--- src/rtl/stack_driver.sv ---
// stack_driver: burst transmitter and self-checker for the 4-deep stack-sum
// protocol. Each accepted START produces one burst of IN_VALID/OP/IN ops
// (directed pattern or LFSR), mirrors it into a golden stack model, then waits
// for the receiver's single OUT_VALID/OUT result and checks it.
//
// Ports:
//   CLK, RESET        clock, synchronous active-high reset
//   START, MODE       begin burst (IDLE only); 0 = LFSR ops, 1 = directed ops
//   BURST_LEN         ops per burst, clamped to MAX_BURST
//   PAT_OP, BASE_IN   directed op pattern (1 = push) and base IN value
//   SEED              LFSR seed (0 is replaced by 8'h01)
//   OP, IN, IN_VALID  op stream to the receiver
//   OUT, OUT_VALID    result from the receiver
//   BUSY, DONE, PASS  status; DONE pulses when a check completes
//   EXP_SUM           model sum at end of the last burst
//   ERR_COUNT         saturating error count, cleared only by RESET
module stack_driver #(
    parameter int MAX_BURST = 8,
    parameter int TIMEOUT   = 4,
    parameter int DEPTH     = 4
) (
    input  logic                 CLK,
    input  logic                 RESET,
    input  logic                 START,
    input  logic                 MODE,
    input  logic [3:0]           BURST_LEN,
    input  logic [MAX_BURST-1:0] PAT_OP,
    input  logic [3:0]           BASE_IN,
    input  logic [7:0]           SEED,
    output logic                 OP,
    output logic [3:0]           IN,
    output logic                 IN_VALID,
    input  logic [5:0]           OUT,
    input  logic                 OUT_VALID,
    output logic                 BUSY,
    output logic                 DONE,
    output logic                 PASS,
    output logic [5:0]           EXP_SUM,
    output logic [7:0]           ERR_COUNT
);

    localparam int AW = (DEPTH > 1) ? $clog2(DEPTH) : 1;
    localparam int WW = (TIMEOUT > 1) ? $clog2(TIMEOUT) : 1;
    localparam logic [3:0]    MAX_LEN   = 4'(MAX_BURST);
    localparam logic [AW-1:0] TOP_FULL  = AW'(DEPTH - 1);
    localparam logic [WW-1:0] WAIT_LAST = WW'(TIMEOUT - 1);

    typedef enum logic [1:0] {S_IDLE, S_DRIVE, S_WAIT, S_DONE} state_t;

    state_t                   state;
    logic [3:0]               len;
    logic [3:0]               cnt;
    logic [WW-1:0]            wcnt;
    logic [7:0]               lfsr;
    logic                     mode_q;
    logic [MAX_BURST-1:0]     pat_q;
    logic [3:0]               base_q;
    logic [DEPTH-1:0][3:0]    mem;
    logic [AW-1:0]            top;
    logic                     empty;

    logic [7:0]               lfsr_next;
    logic [MAX_BURST-1:0]     pat_sh;
    logic                     cur_op;
    logic [3:0]               cur_in;
    logic [3:0]               len_clamped;
    logic [7:0]               seed_val;
    logic [AW-1:0]            top_inc;
    logic [AW-1:0]            top_dec;
    logic [4*DEPTH-1:0]       flat;
    logic [5:0]               sum;
    logic                     stray;
    logic                     burst_end;
    logic                     burst_err;
    logic                     burst_pass;
    logic [8:0]               err_sum;
    logic [7:0]               err_next;

    always_comb begin
        // Fibonacci x^8+x^6+x^5+x^4+1, shifting left
        lfsr_next   = {lfsr[6:0], lfsr[7] ^ lfsr[5] ^ lfsr[4] ^ lfsr[3]};
        pat_sh      = pat_q >> cnt;
        cur_op      = mode_q ? pat_sh[0] : lfsr[0];
        cur_in      = mode_q ? (base_q + cnt) : lfsr[4:1];
        len_clamped = (BURST_LEN > MAX_LEN) ? MAX_LEN : BURST_LEN;
        seed_val    = (SEED == 8'h00) ? 8'h01 : SEED;
        top_inc     = top + 1'b1;
        top_dec     = top - 1'b1;

        // Popped entries are zeroed, so the sum runs over the whole array
        flat = mem;
        sum  = '0;
        for (int unsigned i = 0; i < DEPTH; i++) begin
            sum  = sum + {2'b00, flat[3:0]};
            flat = flat >> 4;
        end

        stray      = OUT_VALID && (state == S_IDLE || state == S_DRIVE);
        burst_end  = 1'b0;
        burst_err  = 1'b0;
        burst_pass = 1'b0;
        if (state == S_WAIT) begin
            if (OUT_VALID) begin
                burst_end  = 1'b1;
                burst_pass = !empty && (OUT == sum);
                burst_err  = !burst_pass;
            end else if (wcnt == WAIT_LAST) begin
                burst_end  = 1'b1;
                burst_pass = empty;
                burst_err  = !empty;
            end
        end

        err_sum  = {1'b0, ERR_COUNT} + 9'(stray) + 9'(burst_err);
        err_next = err_sum[8] ? 8'hFF : err_sum[7:0];
    end

    always_ff @(posedge CLK) begin
        if (RESET) begin
            state     <= S_IDLE;
            OP        <= 1'b0;
            IN        <= '0;
            IN_VALID  <= 1'b0;
            BUSY      <= 1'b0;
            DONE      <= 1'b0;
            PASS      <= 1'b0;
            EXP_SUM   <= '0;
            ERR_COUNT <= '0;
            len       <= '0;
            cnt       <= '0;
            wcnt      <= '0;
            lfsr      <= 8'h01;
            mode_q    <= 1'b0;
            pat_q     <= '0;
            base_q    <= '0;
            mem       <= '0;
            top       <= '0;
            empty     <= 1'b1;
        end else begin
            ERR_COUNT <= err_next;
            DONE      <= 1'b0;
            case (state)
                S_IDLE: begin
                    if (START) begin
                        BUSY <= 1'b1;
                        if (len_clamped == 4'd0) begin
                            state   <= S_DONE;
                            DONE    <= 1'b1;
                            PASS    <= 1'b1;
                            EXP_SUM <= sum;
                        end else begin
                            state  <= S_DRIVE;
                            PASS   <= 1'b0;
                            len    <= len_clamped;
                            cnt    <= '0;
                            lfsr   <= seed_val;
                            mode_q <= MODE;
                            pat_q  <= PAT_OP;
                            base_q <= BASE_IN;
                        end
                    end
                end
                S_DRIVE: begin
                    if (cnt == len) begin
                        IN_VALID <= 1'b0;
                        state    <= S_WAIT;
                        wcnt     <= '0;
                    end else begin
                        IN_VALID <= 1'b1;
                        OP       <= cur_op;
                        IN       <= cur_in;
                        cnt      <= cnt + 1'b1;
                        lfsr     <= lfsr_next;
                        if (cur_op) begin
                            if (empty) begin
                                mem[0] <= cur_in;
                                top    <= '0;
                                empty  <= 1'b0;
                            end else if (top != TOP_FULL) begin
                                mem[top_inc] <= cur_in;
                                top          <= top_inc;
                            end
                        end else if (!empty) begin
                            mem[top] <= '0;
                            if (top == '0) empty <= 1'b1;
                            else           top   <= top_dec;
                        end
                    end
                end
                S_WAIT: begin
                    if (burst_end) begin
                        state   <= S_DONE;
                        DONE    <= 1'b1;
                        PASS    <= burst_pass;
                        EXP_SUM <= sum;
                    end else begin
                        wcnt <= wcnt + 1'b1;
                    end
                end
                S_DONE: begin
                    state <= S_IDLE;
                    BUSY  <= 1'b0;
                end
                default: state <= S_IDLE;
            endcase
        end
    end

endmodule

--- config.mk ---
export PLATFORM = sky130hd
export DESIGN_NAME = stack_driver
export DESIGN_NICKNAME = d
export VERILOG_FILES = /design/src/rtl/stack_driver.sv
export SDC_FILE = /design/constraint.sdc
export NUM_CORES = 1
export LEC_CHECK = 0
export CORE_MARGIN = 5
export CORE_UTILIZATION = 50
export DETAILED_ROUTE_END_ITERATION = 8
export HOLD_SLACK_MARGIN = 0.02
export PLACE_DENSITY = 0.74
export REMOVE_ABC_BUFFERS = 1
export SYNTH_ARGS = -nofsm -noshare
export SYNTH_HDL_FRONTEND = slang
export SYNTH_SLANG_ARGS = --single-unit
--- constraint.sdc ---
create_clock -name CLK -period 4.95 [get_ports CLK]
set_input_delay 0.99 -clock CLK [delete_from_list [all_inputs] [get_ports CLK]]
set_output_delay 0.99 -clock CLK [all_outputs]
set_load 0.02 [all_outputs]
* Word level (Yosys, flattened, before mapping)
Index checks and enable logic that the tools add are counted.
Word-level totals: memories 0, output and inout port bits 23, input bits 35, flip-flop bits (word level) 75, RAM bits 0, memory bits (read-only) 0, logic and storage cells 151, latch bits 0
Cells by class: equality and inequality tests 18, $mul 0, muxes and demuxes 61, order comparisons 5, bitwise gates (word level) 8, reductions and logical operators 26, div/mod/pow operators 0, $add $sub $neg 10, shift operators 1
Operator list (count):
- two-way mux 16 bit | 3
- two-way mux 8 bit | 5
- two-way mux 4 bit | 8
- two-way mux 2 bit | 11
- two-way mux 1 bit | 19
- two-way mux 6 bit | 3
- bitwise AND 16 bit | 1
- bitwise mux 16 bit | 1
- demux 4 bit (select 2 bit) | 2
- NOT 16 bit | 1
- one-hot mux 8 bit (2 select lines) | 1
- AND reduction 4 bit | 4
- inequality test 2 bit, second input constant | 7
- two-way mux 12 bit | 1
- one-hot mux 6 bit (2 select lines) | 1
- AND reduction 3 bit | 4
- adder 8 x 1 -> 9 bit | 1
- adder 9 x 1 -> 9 bit | 1
- logical NOT 8 bit | 1
- inequality test 2 x 1 -> 1 bit, second input constant | 4
- one-hot mux 2 bit (4 select lines) | 1
- one-hot mux 4 bit (2 select lines) | 1
- nonzero test 2 bit | 4
- >> shifter 8 x 4 -> 1 bit | 1
- 26 further kinds | 43

* Depth between registers and ports, before layout
Gate-level depths: netlist (run 1).
word-level depth 10, mapped depth 15, mapped depth without buffers 14

* Least setup slack after synthesis (run 1)
Ideal clock, no wire load.
kind register -> register, start point reg mem[1] (netlist name), end point reg ERR_COUNT[7], data arrival time 4.035 ns, slack 0.787 ns, cell stages (with the launch flop) 13, data required time 4.822 ns, path buffers 0, library setup time 0.128 ns, clock period less this slack 4.163 ns, cell sequence dfxtp_1 > fa_1 > fa_1 > ha_1 > fa_1 > xor2_1 > nor4_1 > a31oi_1 > fa_1 > ha_1 > or4b_2 > o21ai_0 > nor2_1
On the way: cells in the longest elaborated chain, start to end 10
Ends and longest elaborated chain:
- from (decl) | RTL line 58 | logic [DEPTH-1:0][3:0] mem;
- from (signal, indexed assignment) | RTL line 180 | mem[top_inc] <= cur_in;
- adder 4 x 4 -> 5 bit | RTL line 94 | sum = sum + {2'b00, flat[3:0]};
- adder 5 x 4 -> 6 bit | RTL line 94
- adder 6 x 4 -> 6 bit | RTL line 94
- net sum[2] | RTL line 71 | logic [5:0] sum;
- == test 6 bit | RTL line 105 | burst_pass = !empty && (OUT == sum);
- logical AND 1 bit | RTL line 105
- logical NOT 1 bit | RTL line 106 | burst_err = !burst_pass;
- two-way mux 1 bit | RTL line 103 | if (OUT_VALID) begin
- two-way mux 1 bit | RTL line 102 | if (state == S_WAIT) begin
- adder 9 x 1 -> 9 bit | RTL line 114 | err_sum = {1'b0, ERR_COUNT} + 9'(stray) + 9'(burst_err);
- two-way mux 8 bit | RTL line 115 | err_next = err_sum[8] ? 8'hFF : err_sum[7:0];
- to (signal assigned) | RTL line 140 | ERR_COUNT <= err_next;
- to (decl) | RTL line 39 | output logic [7:0] ERR_COUNT
The timed path passes the listed nets, and every way through them passes these cells. A chain may end at the register's enable or synchronous reset.

* Final worst setup path (run 1)
start point reg mem[1] (netlist name), end point reg ERR_COUNT[7]
On the way: cells in the longest elaborated chain, start to end 10
Ends and longest elaborated chain (RTL line):
- adder 4 x 4 -> 5 bit | 94
- adder 5 x 4 -> 6 bit | 94
- adder 6 x 4 -> 6 bit | 94
- == test 6 bit | 105
- logical AND 1 bit | 105
- logical NOT 1 bit | 106
- two-way mux 1 bit | 103
- two-way mux 1 bit | 102
- adder 9 x 1 -> 9 bit | 114
- two-way mux 8 bit | 115
Every way passes these cells.

==> results of run 1 <==
[cell usage in the layout, fill, tap and decap left out, drive strengths merged, types with 8 or more instances in the layout]
cell	synthesis	layout
inv	23	23
nor2b	8	8
nand3	12	12
fa	10	10
a211oi	14	14
ha	19	19
nor2	50	50
clkdlybuf4s50	0	56
xnor2	10	10
dfxtp	75	75
xor2	12	12
a21oi	40	40
o21ai	18	18
clkbuf	18	15
mux2i	17	17
nand2	52	52
[worst reg2reg max path: stages, from the launching register on]
cell     delay (ns)
dfxtp_1        0.34
fa_1           0.56
fa_1           0.43
ha_1           0.24
fa_1           0.41
a21o_1         0.20
a21oi_1        0.23
xor2_1         0.18
a31oi_1        0.20
fa_1           0.50
ha_1           0.27
or4b_2         0.68
o21ai_0        0.10
nor2_1         0.06
[worst max path at each step]
stage               startpoint            to  slack [ns]  depth (start not counted)
CTS                     mem[1]  ERR_COUNT[7]        0.42                         13
detailed placement      mem[1]  ERR_COUNT[7]        0.42                         13
floorplan               mem[1]  ERR_COUNT[7]        0.80                         12
global placement        mem[1]  ERR_COUNT[7]        0.58                         12
finish                  mem[1]  ERR_COUNT[7]        0.42                         13
global route            mem[1]  ERR_COUNT[7]        0.20                         13
[logic make-up after synthesis]
family / synth area share
compound gates: 0.205
flops: 0.349
simple gates: 0.178
fa+ha+maj: 0.102
xor+xnor: 0.0520
mux: 0.0604
buf+inv: 0.0541
[per-layer routing]
| layer | vias up | global-route usage | share of wire |
|---|---|---|---|
| met3 | 10 | 0.0501 | 0.059 |
| met4 | 0 | 0.0498 | 0.0088 |
| met1 | 1692 | 0.262 | 0.45 |
| met2 | 92 | 0.325 | 0.48 |
| met5 | - | 0 | 0 |
| li1 | 1800 | - | - |
[power breakdown]
part / leakage, uW / internal [uW] / switching (uW)
combinational: 0.00121 / 365 / 522
sequential: 0.000610 / 710 / 96.6
clock: 0.000104 / 275 / 219
[stage by stage]
step           cells  total power (uW)  setup WS (ns)
4_1_cts          634              2200          0.424
3_3_place_gp     618              1680          0.579
2_1_floorplan    455              1430          0.799
5_1_grt          634              2340          0.202
6_report         634              2190          0.418
3_5_place_dp     618              1700          0.424
[sequential cells by signal, indices dropped and copies added, names as in the netlist, 4 cells and up]
signal,flops
mem,16
ERR_COUNT,8
lfsr,8
pat_q,8
EXP_SUM,6
IN,4
base_q,4
cnt,4
len,4
[cell type report]
| class | instances | area (um2) |
|---|---|---|
| Timing Repair Buffer | 58 | 573 |
| Multi-Input combinational cell | 357 | 2570 |
| Tap cell | 105 | 131 |
| Fill cell | 717 | 3230 |
| Clock buffer | 15 | 176 |
| Sequential cell | 75 | 1500 |
| Inverter | 23 | 86.3 |
| Clock inverter | 1 | 30.0 |
==> summary.txt, run 1 <==
Setup path
  – Slowest-stage cell, CP: or4b_2
  – CP peak stage delay: 0.68 ns
  – Setup crit end kind: flip-flop
  – Reg2reg end: ERR_COUNT[7]
  – Cells along the critical path: fa_1 > fa_1 > ha_1 > fa_1 > a21o_1 > a21oi_1 > xor2_1 > a31oi_1 > fa_1 > ha_1 > or4b_2 > o21ai_0 > nor2_1
  – Most common cell on crit path: fa_1
  – R2R Setup Slk: 0.42 ns
  – Setup CP Type: flip-flop to flip-flop
  – Crit-path leading delay family: adder cells
  – WP data arrival: 4.75 ns
  – Crit path launch type: flip-flop
  – Worst-path maximum fanout: 5
  – R2R cell count: 13
  – WP data required: 5.16 ns
  – Critical R2R Launch: mem[1]
  – WP buf/inv: 0

Synthesis
  – Synth area leaders: dfxtp_1 (35%), ha_1 (5.5%), a21oi_1 (4.6%)
  – Avg Cell Area, Syn: 8.86 um2
  – Main synth FF type: dfxtp_1
  – Post-synth ARST share: 0
  – Post-Syn Instances: 486
  – Top-count cell post-synth: dfxtp_1
  – EDFF count, synth: 0
  – Post-synth top area share: 0.349
  – Seq/Total Area, Yosys: 0.349
  – List of most frequent post-synthesis cells: dfxtp_1 (75), nand2_1 (52), nor2_1 (49)
  – Dominant cell type by area after synthesis: dfxtp_1
  – Yosys reg bits: 75
  – Mapped Area: 0.00431 mm2
  – Distinct cells, synth: 66
  – Synth Warn #: 0

GRT
  – Number of global-route vias before repair: 3568
  – Largest net degree at the start of global routing: 37
  – Grt ovf: 0
  – First-pass GRT wire length: 16700 um
  – Initial antenna violation count: 0
  – GRT Total Usage: 0.198

STA
  – Final hold vios: 0
  – Worst-Margin Slew: 1.02 ns
  – Max_slew headroom: 0.319
  – Final setup viols: 0
  – Fmax achieved: 221 MHz
  – RSZ-0062 raised after global routing: no
  – Min cycle time layout: 4.53 ns
  – Worst clock skew: 0.0116 ns
  – Hold Slack: 0.454 ns
  – Period utilisation layout: 0.916
  – Total negative slack: 0 ns
  – Slew Limit Fails: 0

Final layout
  – Area delta synth->final: 17.8%
  – Diode count: 0
  – Post-route cell area: 0.00507 mm2
  – Layout cells sized above 1: 0.0775
  – Nets: 588
  – Final Core Density: 0.611

Die
  – IO Pins: 58
  – Core area: 0.00830 mm2
  – DIE AREA: 0.0106 mm2
  – Die width: 103 um
  – Row count: 33
  – Starting Density: 0.519
  – Die height: 103 um

Detailed routing
  – WL/cell: 15.8 um
  – Routed wire length: 10000 um
  – Vias: 3594
  – DRC violations left: 0
  – First-pass DRT Iterations: 4
  – Initial DRC Count: 198
  – DR vias/cell: 5.67
  – Antenna viol nets, final: 0

Clock network
  – CTS Hold Buffers Added: 0
  – Clock buffer depth: 2
  – # H-tree levels: 3
  – Clock root buffer: clkbuf_8
  – Clock latency on the worst-skew pair: 0.35 ns
  – CTS resizes: 0
  – Worst-path clk slew: 0.07 ns
  – TritonCTS clock tree: built
  – Sink Count: 75
  – Post-CTS Repair Setup Buffers: 0
  – Cts bufs inserted: 9

Pwr
  – Power per cell area: 431 mW/mm2
  – Peak supply drop: 0.000234 V
  – Leak pwr: 0.00193 uW

Hold path
  – Hold path depth: 2
  – Hold endpoint: pat_q[1]
  – Min-delay src: pat_q[1]
  – Hold WC Path Type: flip-flop to flip-flop

Place
  – GP Congestion: 0.844
  – DP Area: 0.00486 mm2
  – IO buf count: 57
  – HPWL after DPL: 7210 um

Outcome
  – Status: finished, final reports clean

Job
  – Max-Cap Viols: 0
Note: power is estimated with default switching activity, not from simulation.
==> inputs of run 2 (changes only) <==
Settings changed: GPL_ROUTABILITY_DRIVEN from default to 0, RECOVER_POWER from default to 25.
==> run 2 against run 1 <==
The flow now finishes with violations (max-capacitance violations, max-slew violations). Register-to-register slack worse by 0.04 ns. Clock skew about the same. Power down 0.40%. Critical path type unchanged.
==> summary.txt, run 2 (synthesis gave the netlist of run 1 again) <==
Outcome
  – Status: finished with violations
  – Failing checks: max-capacitance violations, max-slew violations

Setup path
  – Setup crit end kind: flip-flop
  – Critical R2R Launch: mem[1]
  – WP data arrival: 4.74 ns (about the same)
  – Reg2reg end: ERR_COUNT[7]
  – Slowest-stage cell, CP: or4b_2
  – Worst-path maximum fanout: 5 (unchanged)
  – Cells along the critical path: fa_1 > fa_1 > ha_1 > fa_1 > a21o_1 > a21oi_1 > xor2_1 > a31oi_1 > fa_1 > ha_1 > or4b_2 > o21ai_0 > nor2_1
  – Setup CP Type: flip-flop to flip-flop
  – R2R Setup Slk: 0.38 ns (-0.04 ns)
  – Most common cell on crit path: fa_1
  – R2R cell count: 13 (unchanged)
  – CP peak stage delay: 0.68 ns (about the same)
  – WP data required: 5.12 ns (-0.04 ns)
  – Crit path launch type: flip-flop

Place
  – Setup WS pre-CTS: 0.424 ns (unchanged)
  – IO buf count: 57 (unchanged)
  – HPWL after DPL: 7210 um (unchanged)

STA
  – Min cycle time layout: 4.57 ns (+0.0361 ns)
  – Final setup viols: 0 (unchanged)
  – Total negative slack: 0 ns (unchanged)
  – Max_slew headroom: -0.140 (-0.459)
  – Final hold vios: 0 (unchanged)
  – Final worst setup slack: 0.382 ns (-0.0361 ns)
  – Worst clock skew: 0.0119 ns (+0.000268 ns)
  – Slew Limit Fails: 73 (+73)
  – Fmax achieved: 219 MHz (-0.79%)
  – Worst-Margin Slew: 1.71 ns (+0.688 ns)
  – Period utilisation layout: 0.923 (+0.00729)
  – RSZ-0062 raised after global routing: no

GRT
  – Grt ovf: 0 (unchanged)
  – Largest net degree at the start of global routing: 37 (unchanged)
  – Initial antenna violation count: 0 (unchanged)
  – Number of global-route vias before repair: 3568 (unchanged)
  – First-pass GRT wire length: 16700 um (unchanged)
  – GRT Total Usage: 0.198 (unchanged)

Final layout
  – Layout cells sized above 1: 0.0718 (-0.00567)
  – Diode count: 0 (unchanged)
  – Commonest non-fill, non-tap cell in the layout: dfxtp_1
  – Largest Register: mem
  – Number of flip-flops in the largest register: 16 (unchanged)
  – Final Core Density: 0.610 (-0.00136)
  – Nets: 588 (unchanged)
  – Most frequent cells in the layout: dfxtp_1 (75), nand2_1 (52), nor2_1 (49)
  – Area delta synth->final: 17.5%

Die
  – Die height: 103 um (unchanged)
  – IO Pins: 58 (unchanged)
  – Die width: 103 um (unchanged)
  – DIE AREA: 0.0106 mm2 (unchanged)
  – Row count: 33 (unchanged)
  – Core area: 0.00830 mm2 (unchanged)
  – Starting Density: 0.519 (unchanged)

Detailed routing
  – Antenna viol nets, final: 0 (unchanged)
  – First-pass DRT Iterations: 6 (+2)
  – DR vias/cell: 5.66 (-0.19%)
  – Routed wire length: 10000 um (-0.35%)
  – WL/cell: 15.8 um (-0.35%)
  – Vias: 3587 (-0.19%)
  – DRC violations left: 0 (unchanged)
  – Initial DRC Count: 210 (+6.1%)

Pwr
  – Power per cell area: 431 mW/mm2 (-0.18%)
  – Leak pwr: 0.00198 uW (+2.7%)
  – Sw frac: 0.384 (+0.000900)
  – Psw: 836 uW (-0.17%)
  – Peak supply drop: 0.000234 V (about the same)
  – Cell-internal power: 1340 uW (-0.55%)
  – Combinational power share: 0.403 (-0.002)
  – Clock network power share: 0.227 (about the same)
  – Reg power frac: 0.370 (about the same)

Hold path
  – Hold endpoint: pat_q[1]
  – Hold WC Path Type: flip-flop to flip-flop
  – Hold path depth: 2 (unchanged)
  – Min-delay src: pat_q[1]

Clock network
  – Post-CTS Repair Setup Buffers: 0 (unchanged)
  – # H-tree levels: 3 (unchanged)
  – Clock root buffer: clkbuf_8
  – Sink Count: 75 (unchanged)
  – TritonCTS clock tree: built
  – CTS resizes: 0 (unchanged)
  – Worst-path clk slew: 0.07 ns (about the same)
  – Clock latency on the worst-skew pair: 0.35 ns (about the same)
  – Clock buffer depth: 2 (unchanged)
  – Cts bufs inserted: 9 (unchanged)
  – CTS Hold Buffers Added: 0 (unchanged)

Job
  – Max-Cap Viols: 2 (+2)
## run 2: cell count changes in the layout (fill, tap and decap cells not counted)
cell,delta
clkbuf_1,+2
dlygate4sd3_1,+18
nor4_1,+1
clkdlybuf4s50_1,-18
nor4_2,-1
buf_4,-1
buf_2,-1
## run 2: layout make-up
type,instances,area (um2)
Fill cell,719,3240
Multi-Input combinational cell,357,2560
Sequential cell,75,1500
Timing Repair Buffer,58,568
Clock buffer,15,176
Tap cell,105,131
Inverter,23,86.3
Clock inverter,1,30.0
## run 2: critical path: cells and delay by family (launching register included)
family                     cells  cell delay (ns)
and+or+nand+nor                2             0.74
adders and majority gates      6             2.41
AOI/OAI and AO/OA              4             0.71
xor gates and xnor gates       1             0.18
DFF                            1             0.34
## run 2: how the worst max path moves through the flow
| stage | startpoint | end | slack (ns) |
|---|---|---|---|
| 3_3_place_gp | mem[1] | ERR_COUNT[7] | 0.58 |
| 2_1_floorplan | mem[1] | ERR_COUNT[7] | 0.80 |
| 6_report | mem[1] | ERR_COUNT[7] | 0.38 |
| 3_5_place_dp | mem[1] | ERR_COUNT[7] | 0.42 |
| 4_1_cts | mem[1] | ERR_COUNT[7] | 0.42 |
| 5_1_grt | mem[1] | ERR_COUNT[7] | 0.16 |
## run 2: layer usage
metal / vias to the layer above / GRT usage / wire, um
li1: 1801 / - / -
met1: 1696 / 0.262 / 4650
met2: 81 / 0.325 / 4750
met3: 9 / 0.0501 / 523
met4: 0 / 0.0498 / 85
met5: - / 0 / 0
## run 2: power groups by stage
stage	sequential [uW]	clock (uW)	combinational [uW]
global placement	814	0	864
finish	806	495	878
CTS	806	503	887
detailed placement	821	0	882
global route	821	535	972
floorplan	826	0	606
## run 2: per-stage QoR
| stage | cell area, um2 | total power (uW) | std cells | hold WS, ns |
|---|---|---|---|---|
| 2_1_floorplan | 4160 | 1430 | 455 | 0.427 |
| 3_3_place_gp | 4860 | 1680 | 618 | 0.444 |
| 3_5_place_dp | 4860 | 1700 | 618 | 0.448 |
| 4_1_cts | 5070 | 2200 | 634 | 0.457 |
| 5_1_grt | 5060 | 2330 | 634 | 0.478 |
| 6_report | 5060 | 2180 | 634 | 0.455 |
==> inputs of run 3 (changes only) <==
Settings changed: CORE_MARGIN 5 to default.
==> run 3 against run 2 <==
The flow still finishes with violations (max-capacitance violations, max-slew violations). Clock skew fell by 0.0029 ns. Combinational power down 1%. Sequential share of layout area increased by 0.21 points. Register-to-register slack improved by 0.06 ns. Cell area decreased by 0.69%. Non-clock buffer count is the same. Critical path type unchanged.
==> summary.txt, run 3 (synthesis gave the netlist of run 1 again) <==
Clock network
  – Post-CTS Repair Setup Buffers: 0 (unchanged)
  – Worst-path clk slew: 0.08 ns (about the same)
  – Cts bufs inserted: 9 (unchanged)
  – TritonCTS clock tree: built
  – Clock buffer depth: 2 (unchanged)
  – Clock latency on the worst-skew pair: 0.35 ns (about the same)
  – CTS resizes: 0 (unchanged)
  – CTS Hold Buffers Added: 0 (unchanged)
  – Clock root buffer: clkbuf_8
  – # H-tree levels: 3 (unchanged)
  – Sink Count: 75 (unchanged)

Die
  – Row count: 33 (unchanged)
  – Starting Density: 0.521 (+0.00259)
  – Core area: 0.00826 mm2 (-0.50%)
  – IO Pins: 58 (unchanged)
  – DIE AREA: 0.00899 mm2 (-15%)
  – Die width: 94.8 um (-7.8%)
  – Die height: 94.8 um (-7.8%)

Setup path
  – Setup crit end kind: flip-flop
  – Setup CP Type: flip-flop to flip-flop
  – WP data required: 5.18 ns (+0.06 ns)
  – CP peak stage delay: 0.68 ns (about the same)
  – WP data arrival: 4.73 ns (about the same)
  – Crit path launch type: flip-flop
  – Slowest-stage cell, CP: or4b_2
  – Cells along the critical path: fa_1 > fa_1 > ha_1 > fa_1 > a21o_1 > a21oi_1 > xor2_1 > a31oi_1 > fa_1 > ha_1 > or4b_2 > o21ai_0 > nor2_1
  – WP buf/inv: 0 (unchanged)
  – Most common cell on crit path: fa_1
  – Crit-path leading delay family: adder cells
  – Worst-path maximum fanout: 5 (unchanged)

Pwr
  – Peak supply drop: 0.000195 V (-17%)
  – Sw frac: 0.388 (+0.00465)
  – Leak pwr: 0.00197 uW (-0.58%)
  – Power per cell area: 423 mW/mm2 (-1.8%)
  – Cell-internal power: 1300 uW (-3.3%)
  – Clock network power share: 0.213 (-0.014)
  – Reg power frac: 0.377 (+0.007)
  – Psw: 824 uW (-1.3%)
  – Combinational power share: 0.409 (+0.006)

STA
  – Worst-Margin Slew: 2.44 ns (+0.732 ns)
  – Final hold vios: 0 (unchanged)
  – Total negative slack: 0 ns (unchanged)
  – Final setup viols: 0 (unchanged)
  – Fmax achieved: 222 MHz (+1.4%)
  – Min cycle time layout: 4.51 ns (-0.0610 ns)
  – Max_slew headroom: -0.649 (-0.509)
  – RSZ-0062 raised after global routing: no
  – Period utilisation layout: 0.911 (-0.0123)
  – Worst clock skew: 0.00901 ns (-0.00287 ns)
  – Slew Limit Fails: 16 (-78%)

Detailed routing
  – Routed wire length: 9570 um (-4.4%)
  – DR vias/cell: 5.68 (+0.33%)
  – Initial DRC Count: 207 (-1.4%)
  – WL/cell: 15.1 um (-4.4%)
  – Antenna viol nets, final: 0 (unchanged)
  – Vias: 3599 (+0.33%)
  – First-pass DRT Iterations: 4 (-2)
  – DRC violations left: 0 (unchanged)

Job
  – Max-Cap Viols: 1 (-1)

Place
  – HPWL after DPL: 6930 um (-3.9%)
  – DP Area: 0.00486 mm2 (unchanged)
  – IO buf count: 57 (unchanged)

Final layout
  – Number of flip-flops in the largest register: 16 (unchanged)
  – Nets: 588 (unchanged)
  – Diode count: 0 (unchanged)
  – Most frequent cells in the layout: dfxtp_1 (75), nand2_1 (52), nor2_1 (49)
  – Commonest non-fill, non-tap cell in the layout: dfxtp_1
  – FILL cells: 764 (+6.3%)
  – Area delta synth->final: 16.7%
  – Post-route cell area: 0.00502 mm2 (-0.69%)
  – Largest Register: mem
  – Layout cells sized above 1: 0.0737 (+0.00189)

GRT
  – First-pass GRT wire length: 16300 um (-2.1%)
  – Initial antenna violation count: 0 (unchanged)
  – Number of global-route vias before repair: 3498 (-2.0%)
  – Largest net degree at the start of global routing: 38 (+2.7%)
  – Grt ovf: 0 (unchanged)
  – GRT Total Usage: 0.234 (+0.0356)

Outcome
  – Failing checks: max-capacitance violations, max-slew violations
  – Status: finished with violations

Hold path
  – Hold WC Path Type: flip-flop to flip-flop
[run 3: area by class of cell]
cell class                 instances  area, um2  share of cell area
clock buffer                      15        186              0.0371
clock inverter                     1       5.00            0.000996
inverter                          23       86.3              0.0172
multi-input combinational        357       2540               0.506
sequential                        75       1500               0.299
tap                              105        131              0.0262
timing repair buffer              58        573               0.114
[run 3: final timing paths]
path,start,endpoint,slack (ns),cells past startpoint
worst min register to register,EXP_SUM[5],EXP_SUM[5],0.46,2
worst max-delay path,mem[1],ERR_COUNT[7],0.44,13
worst min-delay path,EXP_SUM[5],EXP_SUM[5],0.46,2
worst max register to register,mem[1],ERR_COUNT[7],0.44,13
[run 3: metal layers]
layer,track usage,vias up,wire length (um)
met4,0.0783,0,151
met2,0.387,76,4490
met1,0.303,1710,4500
met5,0,-,0
li1,-,1801,-
met3,0.0459,12,437
[run 3: tightest hold or removal path: stages (launching register included)]
cell and delay, ns:
dfxtp_1 0.31, nand2_1 0.05, a21oi_1 0.05
[run 3: per-stage QoR]
step                      instances  power, uW  utilization  worst slack [ns]  hold WS [ns]
final                           634       2120        0.608             0.443         0.456
after global routing            634       2280        0.608             0.225         0.483
after CTS                       634       2150        0.612             0.453         0.458
after global placement          618       1680        0.589             0.577         0.443
after floorplan                 455       1430            -             0.799         0.427
after detailed placement        618       1700        0.589             0.462         0.447
[run 3: power groups by stage]
stage / Combinational (uW) / Clock, uW / Sequential, uW
6_report: 869 / 453 / 802
5_1_grt: 971 / 495 / 818
4_1_cts: 888 / 462 / 804
3_5_place_dp: 884 / 0 / 818
3_3_place_gp: 866 / 0 / 813
2_1_floorplan: 606 / 0 / 826
